<file path="src/rtl/ctrl_pkg.sv">
// rtl/ctrl_pkg.sv - shared encodings for the MIPS32 ID-stage controller
// ALU/compare op codes, opcode/funct/rt constants, FSM states and ex_ctrl bit positions.
package ctrl_pkg;

  typedef enum logic [3:0] {
    ALU_AND = 4'd0, ALU_OR, ALU_ADD, ALU_XOR, ALU_SLL,
    ALU_SRL, ALU_SUB, ALU_SLT, ALU_MUL, ALU_NOR
  } alu_op_e;

  typedef enum logic [2:0] {
    CMP_GTZ = 3'd0, CMP_LTZ, CMP_GEZ, CMP_LEZ, CMP_EQ, CMP_NEQ
  } cmp_op_e;

  typedef enum logic [1:0] {ST_RUN, ST_LD_STALL, ST_MUL_WAIT} state_e;

  localparam logic [5:0] OP_SPECIAL  = 6'h00;
  localparam logic [5:0] OP_REGIMM   = 6'h01;
  localparam logic [5:0] OP_J        = 6'h02;
  localparam logic [5:0] OP_JAL      = 6'h03;
  localparam logic [5:0] OP_BEQ      = 6'h04;
  localparam logic [5:0] OP_BNE      = 6'h05;
  localparam logic [5:0] OP_BLEZ     = 6'h06;
  localparam logic [5:0] OP_BGTZ     = 6'h07;
  localparam logic [5:0] OP_ADDI     = 6'h08;
  localparam logic [5:0] OP_SLTI     = 6'h0A;
  localparam logic [5:0] OP_ANDI     = 6'h0C;
  localparam logic [5:0] OP_ORI      = 6'h0D;
  localparam logic [5:0] OP_XORI     = 6'h0E;
  localparam logic [5:0] OP_SPECIAL2 = 6'h1C;
  localparam logic [5:0] OP_LB       = 6'h20;
  localparam logic [5:0] OP_LH       = 6'h21;
  localparam logic [5:0] OP_LW       = 6'h23;
  localparam logic [5:0] OP_SB       = 6'h28;
  localparam logic [5:0] OP_SH       = 6'h29;
  localparam logic [5:0] OP_SW       = 6'h2B;

  localparam logic [5:0] F_SLL = 6'h00;
  localparam logic [5:0] F_SRL = 6'h02;
  localparam logic [5:0] F_JR  = 6'h08;
  localparam logic [5:0] F_ADD = 6'h20;
  localparam logic [5:0] F_SUB = 6'h22;
  localparam logic [5:0] F_AND = 6'h24;
  localparam logic [5:0] F_OR  = 6'h25;
  localparam logic [5:0] F_XOR = 6'h26;
  localparam logic [5:0] F_NOR = 6'h27;
  localparam logic [5:0] F_SLT = 6'h2A;
  localparam logic [5:0] F_MUL = 6'h02;

  localparam logic [4:0] RT_BLTZ = 5'd0;
  localparam logic [4:0] RT_BGEZ = 5'd1;

  // ex_ctrl_o = {R, RegWrite, MemWrite, MemRead, Half, Byte, JAL}
  localparam int CTRL_W        = 7;
  localparam int CTRL_R        = 6;
  localparam int CTRL_REGWRITE = 5;
  localparam int CTRL_MEMWRITE = 4;
  localparam int CTRL_MEMREAD  = 3;
  localparam int CTRL_HALF     = 2;
  localparam int CTRL_BYTE     = 1;
  localparam int CTRL_JAL      = 0;

endpackage

</file>
<file path="src/rtl/id_decode.sv">
// rtl/id_decode.sv - combinational MIPS32 subset decoder
// Unknown encodings decode to known=0 with every control output zero.
module id_decode
  import ctrl_pkg::*;
#(
  parameter int ALU_CTRL_W = 4,
  parameter int CMP_CTRL_W = 3
) (
  input  logic [5:0]            opcode,
  input  logic [4:0]            rt,
  input  logic [5:0]            funct,
  output logic                  known,
  output logic                  is_mul,
  output logic                  branch,
  output logic                  jump,
  output logic                  jr,
  output logic                  reads_rt,
  output logic [ALU_CTRL_W-1:0] alu_op,
  output logic [CMP_CTRL_W-1:0] cmp_op,
  output logic [CTRL_W-1:0]     ctrl
);

  alu_op_e alu;
  cmp_op_e cmp;
  logic    ok, mul, br, jmp, jreg, rd_rt, r, mw, mr, half, is_byte, jal, rw;

  always_comb begin
    ok = 1'b1; mul = 1'b0; br = 1'b0; jmp = 1'b0; jreg = 1'b0; rd_rt = 1'b0;
    r = 1'b0; mw = 1'b0; mr = 1'b0; half = 1'b0; is_byte = 1'b0; jal = 1'b0;
    alu = ALU_ADD; cmp = CMP_GTZ;
    case (opcode)
      OP_SPECIAL: begin
        r = 1'b1; rd_rt = 1'b1;
        case (funct)
          F_ADD: alu = ALU_ADD;
          F_SUB: alu = ALU_SUB;
          F_AND: alu = ALU_AND;
          F_OR:  alu = ALU_OR;
          F_XOR: alu = ALU_XOR;
          F_NOR: alu = ALU_NOR;
          F_SLT: alu = ALU_SLT;
          F_SLL: alu = ALU_SLL;
          F_SRL: alu = ALU_SRL;
          F_JR:  begin jmp = 1'b1; jreg = 1'b1; end
          default: ok = 1'b0;
        endcase
      end
      OP_SPECIAL2: begin
        r = 1'b1; rd_rt = 1'b1; mul = 1'b1; alu = ALU_MUL;
        ok = (funct == F_MUL);
      end
      OP_REGIMM: begin
        br = 1'b1; alu = ALU_SUB;
        cmp = (rt == RT_BGEZ) ? CMP_GEZ : CMP_LTZ;
        ok = (rt == RT_BLTZ) || (rt == RT_BGEZ);
      end
      OP_BEQ:  begin br = 1'b1; alu = ALU_SUB; cmp = CMP_EQ;  rd_rt = 1'b1; end
      OP_BNE:  begin br = 1'b1; alu = ALU_SUB; cmp = CMP_NEQ; rd_rt = 1'b1; end
      OP_BLEZ: begin br = 1'b1; alu = ALU_SUB; cmp = CMP_LEZ; end
      OP_BGTZ: begin br = 1'b1; alu = ALU_SUB; cmp = CMP_GTZ; end
      OP_J:    jmp = 1'b1;
      OP_JAL:  begin jmp = 1'b1; jal = 1'b1; end
      OP_ADDI: alu = ALU_ADD;
      OP_SLTI: alu = ALU_SLT;
      OP_ANDI: alu = ALU_AND;
      OP_ORI:  alu = ALU_OR;
      OP_XORI: alu = ALU_XOR;
      OP_LB:   begin mr = 1'b1; is_byte = 1'b1; end
      OP_LH:   begin mr = 1'b1; half = 1'b1; end
      OP_LW:   mr = 1'b1;
      OP_SB:   begin mw = 1'b1; is_byte = 1'b1; rd_rt = 1'b1; end
      OP_SH:   begin mw = 1'b1; half = 1'b1; rd_rt = 1'b1; end
      OP_SW:   begin mw = 1'b1; rd_rt = 1'b1; end
      default: ok = 1'b0;
    endcase
    rw = ~(mw | br | jmp) | jal;
  end

  assign known    = ok;
  assign is_mul   = ok & mul;
  assign branch   = ok & br;
  assign jump     = ok & jmp;
  assign jr       = ok & jreg;
  assign reads_rt = ok & rd_rt;
  assign alu_op   = ok ? ALU_CTRL_W'(alu) : '0;
  assign cmp_op   = (ok & br) ? CMP_CTRL_W'(cmp) : '0;
  assign ctrl     = ok ? {r, rw, mw, mr, half, is_byte, jal} : '0;

endmodule

</file>
<file path="src/rtl/id_ctrl_pipe.sv">
// rtl/id_ctrl_pipe.sv - ID-stage controller: hazard FSM, MUL counter, ID/EX register
// Optional CTRL_ILLEGAL_TRAP_EN: sticky illegal_o that halts the pipeline via hold_o.
module id_ctrl_pipe
  import ctrl_pkg::*;
#(
  parameter int MUL_LATENCY = 4,
  parameter int ALU_CTRL_W  = 4,
  parameter int CMP_CTRL_W  = 3
) (
  input  logic                  Clk,
  input  logic                  Rst_n,
  input  logic [31:0]           instr_i,
  input  logic                  instr_valid_i,
  input  logic                  flush_i,
  output logic                  id_branch_o,
  output logic                  id_jump_o,
  output logic                  id_jr_o,
  output logic [CMP_CTRL_W-1:0] id_cmp_ctrl_o,
  output logic                  hold_o,
  output logic                  ex_valid_o,
  output logic [ALU_CTRL_W-1:0] ex_alu_ctrl_o,
  output logic [CTRL_W-1:0]     ex_ctrl_o,
  output logic [4:0]            ex_rt_o,
  output logic                  mul_busy_o,
  output logic                  illegal_o
);

  localparam logic [3:0] MUL_INIT = 4'(MUL_LATENCY - 1);

  state_e                state, state_nxt;
  logic [3:0]            mul_cnt, cnt_nxt;
  logic                  fsm_hold, issue, load_use, id_gate;
  logic                  dec_known, dec_is_mul, dec_branch, dec_jump, dec_jr, dec_reads_rt;
  logic [ALU_CTRL_W-1:0] dec_alu;
  logic [CMP_CTRL_W-1:0] dec_cmp;
  logic [CTRL_W-1:0]     dec_ctrl;
  logic [4:0]            rs, rt;
  logic                  unused_imm;

  assign rs         = instr_i[25:21];
  assign rt         = instr_i[20:16];
  assign unused_imm = ^instr_i[15:6];

  id_decode #(.ALU_CTRL_W(ALU_CTRL_W), .CMP_CTRL_W(CMP_CTRL_W)) u_decode (
    .opcode   (instr_i[31:26]),
    .rt       (rt),
    .funct    (instr_i[5:0]),
    .known    (dec_known),
    .is_mul   (dec_is_mul),
    .branch   (dec_branch),
    .jump     (dec_jump),
    .jr       (dec_jr),
    .reads_rt (dec_reads_rt),
    .alu_op   (dec_alu),
    .cmp_op   (dec_cmp),
    .ctrl     (dec_ctrl)
  );

  // A flushed ID instruction never consumes the load result, so it cannot stall.
  assign load_use = instr_valid_i & ~flush_i & ex_valid_o & ex_ctrl_o[CTRL_MEMREAD]
                  & (ex_rt_o != 5'd0)
                  & ((ex_rt_o == rs) | (dec_reads_rt & (ex_rt_o == rt)));

  always_comb begin
    state_nxt = state;
    cnt_nxt   = mul_cnt;
    fsm_hold  = 1'b0;
    unique case (state)
      ST_RUN: begin
        if (load_use) begin
          fsm_hold  = 1'b1;
          state_nxt = ST_LD_STALL;
        end
      end
      ST_LD_STALL: state_nxt = ST_RUN;
      ST_MUL_WAIT: begin
        fsm_hold = instr_valid_i;
        cnt_nxt  = mul_cnt - 4'd1;
        if (mul_cnt == 4'd1) state_nxt = ST_RUN;
      end
      default: state_nxt = ST_RUN;
    endcase
    hold_o = fsm_hold | illegal_o;
    issue  = instr_valid_i & ~flush_i & ~hold_o;
    if (issue & dec_is_mul) begin
      cnt_nxt   = MUL_INIT;
      state_nxt = (MUL_INIT != 4'd0) ? ST_MUL_WAIT : ST_RUN;
    end
  end

  always_ff @(posedge Clk or negedge Rst_n) begin
    if (!Rst_n) begin
      state         <= ST_RUN;
      mul_cnt       <= 4'd0;
      ex_valid_o    <= 1'b0;
      ex_alu_ctrl_o <= '0;
      ex_ctrl_o     <= '0;
      ex_rt_o       <= 5'd0;
    end else begin
      state         <= state_nxt;
      mul_cnt       <= cnt_nxt;
      ex_valid_o    <= issue & dec_known;
      ex_alu_ctrl_o <= (issue & dec_known) ? dec_alu : '0;
      ex_ctrl_o     <= (issue & dec_known) ? dec_ctrl : '0;
      ex_rt_o       <= (issue & dec_known) ? rt : 5'd0;
    end
  end

`ifdef CTRL_ILLEGAL_TRAP_EN
  logic illegal_q;
  always_ff @(posedge Clk or negedge Rst_n) begin
    if (!Rst_n)                   illegal_q <= 1'b0;
    else if (issue & ~dec_known)  illegal_q <= 1'b1;
  end
  assign illegal_o = illegal_q;
`else
  assign illegal_o = 1'b0;
`endif

  // Redirect decisions wait until the operands are stable (not held).
  assign id_gate       = instr_valid_i & ~hold_o;
  assign id_branch_o   = id_gate & dec_branch;
  assign id_jump_o     = id_gate & dec_jump;
  assign id_jr_o       = id_gate & dec_jr;
  assign id_cmp_ctrl_o = id_gate ? dec_cmp : '0;
  assign mul_busy_o    = (mul_cnt != 4'd0);

endmodule

</file>
<file path="config.mk">
export PLATFORM = sky130hd
export DESIGN_NAME = id_ctrl_pipe
export DESIGN_NICKNAME = d
export VERILOG_FILES = /design/src/rtl/ctrl_pkg.sv /design/src/rtl/id_decode.sv /design/src/rtl/id_ctrl_pipe.sv
export SDC_FILE = /design/constraint.sdc
export NUM_CORES = 1
export LEC_CHECK = 0
export CORE_MARGIN = 2
export CORE_UTILIZATION = 40
export DETAILED_ROUTE_END_ITERATION = 8
export HOLD_SLACK_MARGIN = 0.12
export PLACE_DENSITY = 0.76
export SETUP_SLACK_MARGIN = 0.2
export SYNTH_ARGS = -nofsm -noshare
export SYNTH_HDL_FRONTEND = slang
export SYNTH_HIERARCHICAL = 1
export SYNTH_SLANG_ARGS = --single-unit
</file>
<file path="constraint.sdc">
create_clock -name Clk -period 3.3 [get_ports Clk]
set_input_delay 0.495 -clock Clk [delete_from_list [all_inputs] [get_ports Clk]]
set_output_delay 0.495 -clock Clk [all_outputs]
set_load 0.01 [all_outputs]
</file>
==> results of run 1 <==
==> sequential cells by signal, summed over array words and instances, names as in the netlist <==
signal	cells
ex_ctrl_o	7
ex_rt_o	5
ex_alu_ctrl_o	4
mul_cnt	4
state	2
ex_valid_o	1
==> stage by stage <==
stage | power (uW) | setup TNS [ns]
3_3_place_gp | 475 | -2.75
5_1_grt | 675 | 0
4_1_cts | 648 | 0
2_1_floorplan | 397 | 0
3_5_place_dp | 479 | -3.33
6_report | 648 | 0
==> cell usage in the layout (no fill, tap or decap), types with 2 or more instances in the layout <==
cell / netlist / final
and2_4: 9 / 10
buf_4: 4 / 42
nor3_1: 6 / 5
a21oi_1: 12 / 11
o31ai_1: 2 / 2
ha_1: 2 / 2
nor4_4: 1 / 2
clkbuf_8: 2 / 3
nand4_1: 2 / 2
o21ai_0: 3 / 2
nor4_1: 7 / 6
or4_4: 1 / 2
inv_1: 6 / 6
dfrtp_1: 23 / 23
nand3_1: 11 / 11
nand2b_1: 8 / 8
a31oi_1: 2 / 2
clkdlybuf4s50_1: 0 / 32
xor2_1: 2 / 2
nor3_2: 1 / 2
nand2_1: 14 / 13
xnor2_1: 11 / 11
and2_1: 8 / 7
o22ai_1: 10 / 9
a22oi_1: 3 / 3
nor2_1: 28 / 24
nor2b_1: 3 / 3
nor2_2: 0 / 3
dlygate4sd2_1: 0 / 6
buf_2: 0 / 10
==> cell type report <==
type | instances | area (um^2)
Clock buffer | 4 | 45.0
Tap cell | 52 | 65.1
Timing Repair Buffer | 93 | 772
Multi-Input combinational cell | 168 | 1130
Sequential cell | 23 | 576
Fill cell | 379 | 1750
Inverter | 6 | 22.5
==> timing repair <==
| action | 4_1_cts | 5_1_grt |
|---|---|---|
| setup buffers | 4 | 0 |
| setup endpoints to repair | 7 | 7 |
| gates resized for setup | 60 | 6 |
| pin swaps | 8 | 5 |
==> logic make-up (layout without fill, tap and decap cells) <==
family	count (synthesis)	count (layout)	share of synthesized area [%]
AOI/OAI and AO/OA	40	40	15.4
xor gates and xnor gates	13	13	6.29
adders and majority gates	2	2	1.38
buffers and inverters	22	103	8.98
DFF	23	23	31.8
muxes	2	2	1.17
other	1	1	0.207
and+or+nand+nor	110	110	34.8
==> worst reg2reg max path, stage by stage, from the launching register on <==
cell     delay (ns)
dfrtp_1        0.44
or4_1          0.54
nor2_1         0.17
nor4_2         0.07
buf_4          0.15
a21oi_4        0.36
and2_4         0.21
==> metal layers <==
metal	track usage (%)	vias up	share of wire, %
met2	33.5	58	50
li1	-	908	-
met3	2.67	5	5.9
met5	0	-	0
met1	22.6	815	44
met4	3.77	0	0.42
==> where the power goes <==
group / switching, uW / leakage, uW / total [uW] / internal, uW
Combinational: 86.1 / 0.000845 / 178 / 91.7
Clock: 87.1 / 0.0000228 / 173 / 86.1
Sequential: 7.93 / 0.000306 / 297 / 289
==> worst paths after layout <==
kind                            slack (ns)  depth (start not counted)            to
worst min register to register        0.52                          1    mul_cnt[2]
worst max-delay path                  0.30                         13       id_jr_o
worst min-delay path                  0.52                          1    mul_cnt[2]
max in group asynchronous             1.90                          1  ex_ctrl_o[1]
min in group asynchronous             0.78                          1    mul_cnt[2]
worst max register to register        1.30                          6    ex_rt_o[2]
==> impl_metrics.py, run 1 <==
metrics = {
    "clock_network": {
        "cts_tree": "yes",
        "path_clk_slew_ns": 0.08,
        "cts_buffers": 3,
        "cts_buffer_depth": 2,
        "htree_levels": 1,
        "hold_buffers": 0,
        "clk_latency_ns": 0.26,
        "root_buffer": "clkbuf_8",
        "cts.sinks": 23,
    },
    "sta": {
        "period_share_pct": 91.1,
        "finalClockSkew_ns": 0.00143,
        "fin_crit_ns": 3.00,
        "timing.fmax_ghz": 0.333,
        "setup_viol": 0,
        "fin_ws_ns": 0.295,
        "relSlewSlack_pct": 32.2,
        "final_hold_viol_count": 0,
        "rsz0062_at_grt": "no",
        "tightest_slew_ns": 1.01,
        "hold_ws_ns": 0.517,
        "drv_slew": 0,
    },
    "critical_path": {
        "path_delay_family": "simple AND/OR/NAND/NOR gates",
        "crit_required_ns": 2.80,
        "end_kind": "output pin",
        "cp_data_arrival_time_ns": 2.51,
        "crit_fanout": 4,
        "setup.worst_path.class": "input port to output pin",
        "crit_top_cell": "buf_4",
        "timing.rr.start": "ex_rt_o[1]",
        "path_cells": "dlygate4sd2_1 -> buf_4 -> or2b_2 -> buf_4 -> o221ai_1 -> and4_4 -> nor2_4 -> nand2_2 -> o22ai_2 -> and2_4 -> buf_4 -> nor2_1 -> buf_2",
        "worst_path_largest_cell_delay_ns": 0.29,
        "path_buf_inv": 5,
        "critPathLaunchType": "input port",
        "startpoint": "instr_i[26]",
        "crit_path_top_delay_cell": "or2b_2",
    },
    "synthesis": {
        "ys_types": 49,
        "synth_edf_count": 0,
        "synth_ff_type": "dfrtp_1",
        "yosysWarnings": 6,
        "ys_seq_area_share_pct": 31.8,
        "ys_seq_elements": 23,
        "netlist_instances": 213,
        "yosys-top-cells-count": "28 x nor2_1, 23 x dfrtp_1, 14 x nand2_1",
        "synth_most_common_cell": "nor2_1",
        "yosysTopAreaCellShare_pct": 31.8,
        "async_flop_share_pct": 100,
        "synthTopCellsByArea": "dfrtp_1 32%, nor2_1 5.8%, xnor2_1 5.3%",
        "syn_avg_cell_area_um2": 8.50,
        "yosys.area.top_type": "dfrtp_1",
        "syn_nets": 251,
        "synth_area_um2": 1810,
    },
    "worst_hold_path": {
        "min_path_type": "register to register",
        "min_from": "mul_cnt[2]",
    },
    "power": {
        "pwr_density_cell_nw_per_um2": 248,
        "ir_worst_vdd_mv": 0.129,
        "leakagePower_uw": 0.00117,
    },
    "flow_run": {
        "max-cap-violations": 0,
    },
    "cells_and_area": {
        "drive_gt1_share_pct": 30.3,
        "diodes": 0,
        "final_nets": 333,
        "synthToLayoutAreaGrowth_pct": 44.1,
        "instances_no_fill": 346,
        "fin_area_um2": 2610,
        "post-route-util_pct": 59.9,
    },
    "route": {
        "drt-wirelength-per-cell_um": 13.2,
        "drt-initial-drc-count": 93,
        "drc": 0,
        "firstDrtPassIters": 4,
        "vias_per_cell": 5.16,
        "antenna_left": 0,
        "wl_um": 4560,
        "vias": 1786,
    },
    "global_routing": {
        "grt_pass1_vias": 1782,
        "grt-ovfl-total": 0,
        "grt_max_degree": 24,
        "antenna_found_initial": 0,
        "grt_pass1_wl_um": 7600,
        "track_usage_pct": 18.2,
    },
    "floorplan": {
        "initial_core_util_pct": 41.6,
        "coreArea_um2": 4350,
        "die_y_um": 71.3,
        "die_area_um2": 5080,
        "num_rows": 24,
        "pin_count": 62,
        "die_w_um": 71.3,
    },
    "placed_design": {
        "dp_hpwl_um": 3520,
        "placed_area_um2": 2530,
        "place_congestion": 0.881,
        "io_buffers": 50,
        "dp_slack_ns": -0.566,
        "dpl.cell_count": 338,
    },
    "outcome": {
        "status": "finished clean",
    },
}
Note: power is estimated with default switching activity, not from simulation.
==> inputs of run 2 (changes only) <==
==> constraint.sdc (replaced) <==
create_clock -name Clk -period 3.3 [get_ports Clk]
set_input_delay 0.66 -clock Clk [delete_from_list [all_inputs] [get_ports Clk]]
set_output_delay 0.66 -clock Clk [all_outputs]
set_load 0.01 [all_outputs]
==> impl_metrics.py, run 2 (same netlist as run 1, synthesis figures left out) <==
metrics = {
    "global_routing": {
        "grt-ovfl-total": 0,
        "antenna_found_initial": 0,
        "grt_pass1_wl_um": 7780,
        "track_usage_pct": 18.3,
        "grt_pass1_vias": 1770,
        "grt_max_degree": 24,
    },
    "floorplan": {
        "pin_count": 62,
        "coreArea_um2": 4350,
        "die_w_um": 71.3,
        "initial_core_util_pct": 41.6,
        "die_area_um2": 5080,
        "num_rows": 24,
        "die_y_um": 71.3,
    },
    "critical_path": {
        "end_kind": "output pin",
        "setup.worst_path.class": "input port to output pin",
        "path_buf_inv": 3,
        "worst_path_largest_cell_delay_ns": 0.54,
        "critPathLaunchType": "input port",
        "crit_fanout": 4,
        "crit_required_ns": 2.64,
        "path_cells": "buf_6 -> or4_4 -> nor4_4 -> o21ai_2 -> and4_4 -> nor2_4 -> nand2_2 -> o22ai_4 -> and2_4 -> buf_6 -> nor2_1 -> buf_2",
        "cp_data_arrival_time_ns": 2.53,
        "crit_top_cell": "buf_6",
        "crit_path_top_delay_cell": "or4_4",
        "path_delay_family": "simple AND/OR/NAND/NOR gates",
    },
    "placed_design": {
        "dp_hpwl_um": 3490,
        "dp_slack_ns": -0.744,
        "io_buffers": 50,
        "place_congestion": 0.872,
    },
    "cells_and_area": {
        "final_common_cell": "buf_4",
        "synthToLayoutAreaGrowth_pct": 51.9,
        "final_cell_mix": "53 x buf_4, 30 x clkdlybuf4s50_1, 23 x dfrtp_1",
        "drive_gt1_share_pct": 36.8,
        "diodes": 0,
        "largest_registers": "ex_ctrl_o (7), ex_rt_o (5)",
        "largest_register_ffs": 7,
        "post-route-util_pct": 63.2,
        "final_nets": 346,
        "regMostFlops": "ex_ctrl_o",
    },
    "clock_network": {
        "clk_latency_ns": 0.27,
        "htree_levels": 1,
        "cts_buffers": 3,
        "path_clk_slew_ns": 0.08,
        "hold_buffers": 0,
        "root_buffer": "clkbuf_8",
        "cts.sinks": 23,
        "cts_tree": "yes",
        "cts_buffer_depth": 2,
    },
    "sta": {
        "timing.fmax_ghz": 0.314,
        "finalSetupTns_ns": 0,
        "drv_slew": 0,
        "tightest_slew_ns": 1.02,
        "period_share_pct": 96.6,
        "setup_viol": 0,
        "final_hold_viol_count": 0,
        "rsz0062_at_grt": "yes",
        "fin_crit_ns": 3.19,
        "finalClockSkew_ns": 0.00153,
        "relSlewSlack_pct": 31.5,
        "hold_ws_ns": 0.503,
        "fin_ws_ns": 0.113,
    },
    "power": {
        "ir_worst_vdd_mv": 0.139,
        "leakagePower_uw": 0.00125,
        "pwr_density_cell_nw_per_um2": 240,
        "total_power_uw": 661,
    },
    "route": {
        "drt-wirelength-per-cell_um": 12.5,
        "vias": 1819,
        "firstDrtPassIters": 4,
        "drc": 0,
        "vias_per_cell": 5.07,
        "antenna_left": 0,
        "wl_um": 4490,
        "drt-initial-drc-count": 78,
    },
    "flow_run": {
        "max-cap-violations": 0,
    },
    "worst_hold_path": {
        "min_path_type": "register to register",
    },
    "outcome": {
        "status": "finished clean",
    },
}
[run 2: cell types whose count changed in the layout (fill, tap and decap cells not counted), sizes merged]
cell | previous run | this run
buf | 53 | 68
clkbuf | 4 | 8
clkdlybuf4s50 | 32 | 30
dlymetal6s2s | 1 | 3
dlygate4sd2 | 6 | 0
[run 2: area by class of cell]
class,instances,area [um^2]
Fill cell,366,1600
Multi-Input combinational cell,168,1150
Timing Repair Buffer,106,887
Sequential cell,23,576
Tap cell,52,65.1
Clock buffer,4,45.0
Inverter,6,22.5
[run 2: what timing repair did]
item / in CTS / in global routing
pin swaps: 10 / 11
setup buffers: 5 / 1
hold endpoints to repair: 0 / 0
setup endpoints to repair: 7 / 7
resized for setup: 72 / 18
[run 2: worst paths after layout]
| check | to | cells after the start | startpoint | slack (ns) |
|---|---|---|---|---|
| min | mul_cnt[2] | 1 | mul_cnt[2] | 0.50 |
| max reg2reg | mul_cnt[0] | 9 | ex_rt_o[1] | 1.17 |
| min reg2reg | mul_cnt[2] | 1 | mul_cnt[2] | 0.50 |
| max in group asynchronous | ex_rt_o[1] | 1 | Rst_n | 1.73 |
| max | id_cmp_ctrl_o[2] | 12 | instr_i[28] | 0.11 |
| min in group asynchronous | mul_cnt[0] | 1 | Rst_n | 0.95 |
[run 2: where the power goes]
part | switching, uW | leakage (uW) | total, uW | internal, uW
Clock | 89.2 | 0.0000228 | 175 | 86.3
Combinational | 88.4 | 0.000926 | 188 | 100
Sequential | 7.91 | 0.000306 | 297 | 289
[run 2: layer usage]
| layer | share of wire [%] | track usage, % | up-vias |
|---|---|---|---|
| li1 | - | - | 930 |
| met1 | 45 | 24.4 | 838 |
| met2 | 49 | 31.1 | 47 |
| met3 | 5.7 | 2.11 | 4 |
| met4 | 0.85 | 6.08 | 0 |
| met5 | 0 | 0 | - |
[run 2: stage by stage]
stage          cells  cell area (um^2)
2_1_floorplan    213              1820
3_3_place_gp     349              2640
3_5_place_dp     349              2640
4_1_cts          358              2720
5_1_grt          359              2750
6_report         359              2750
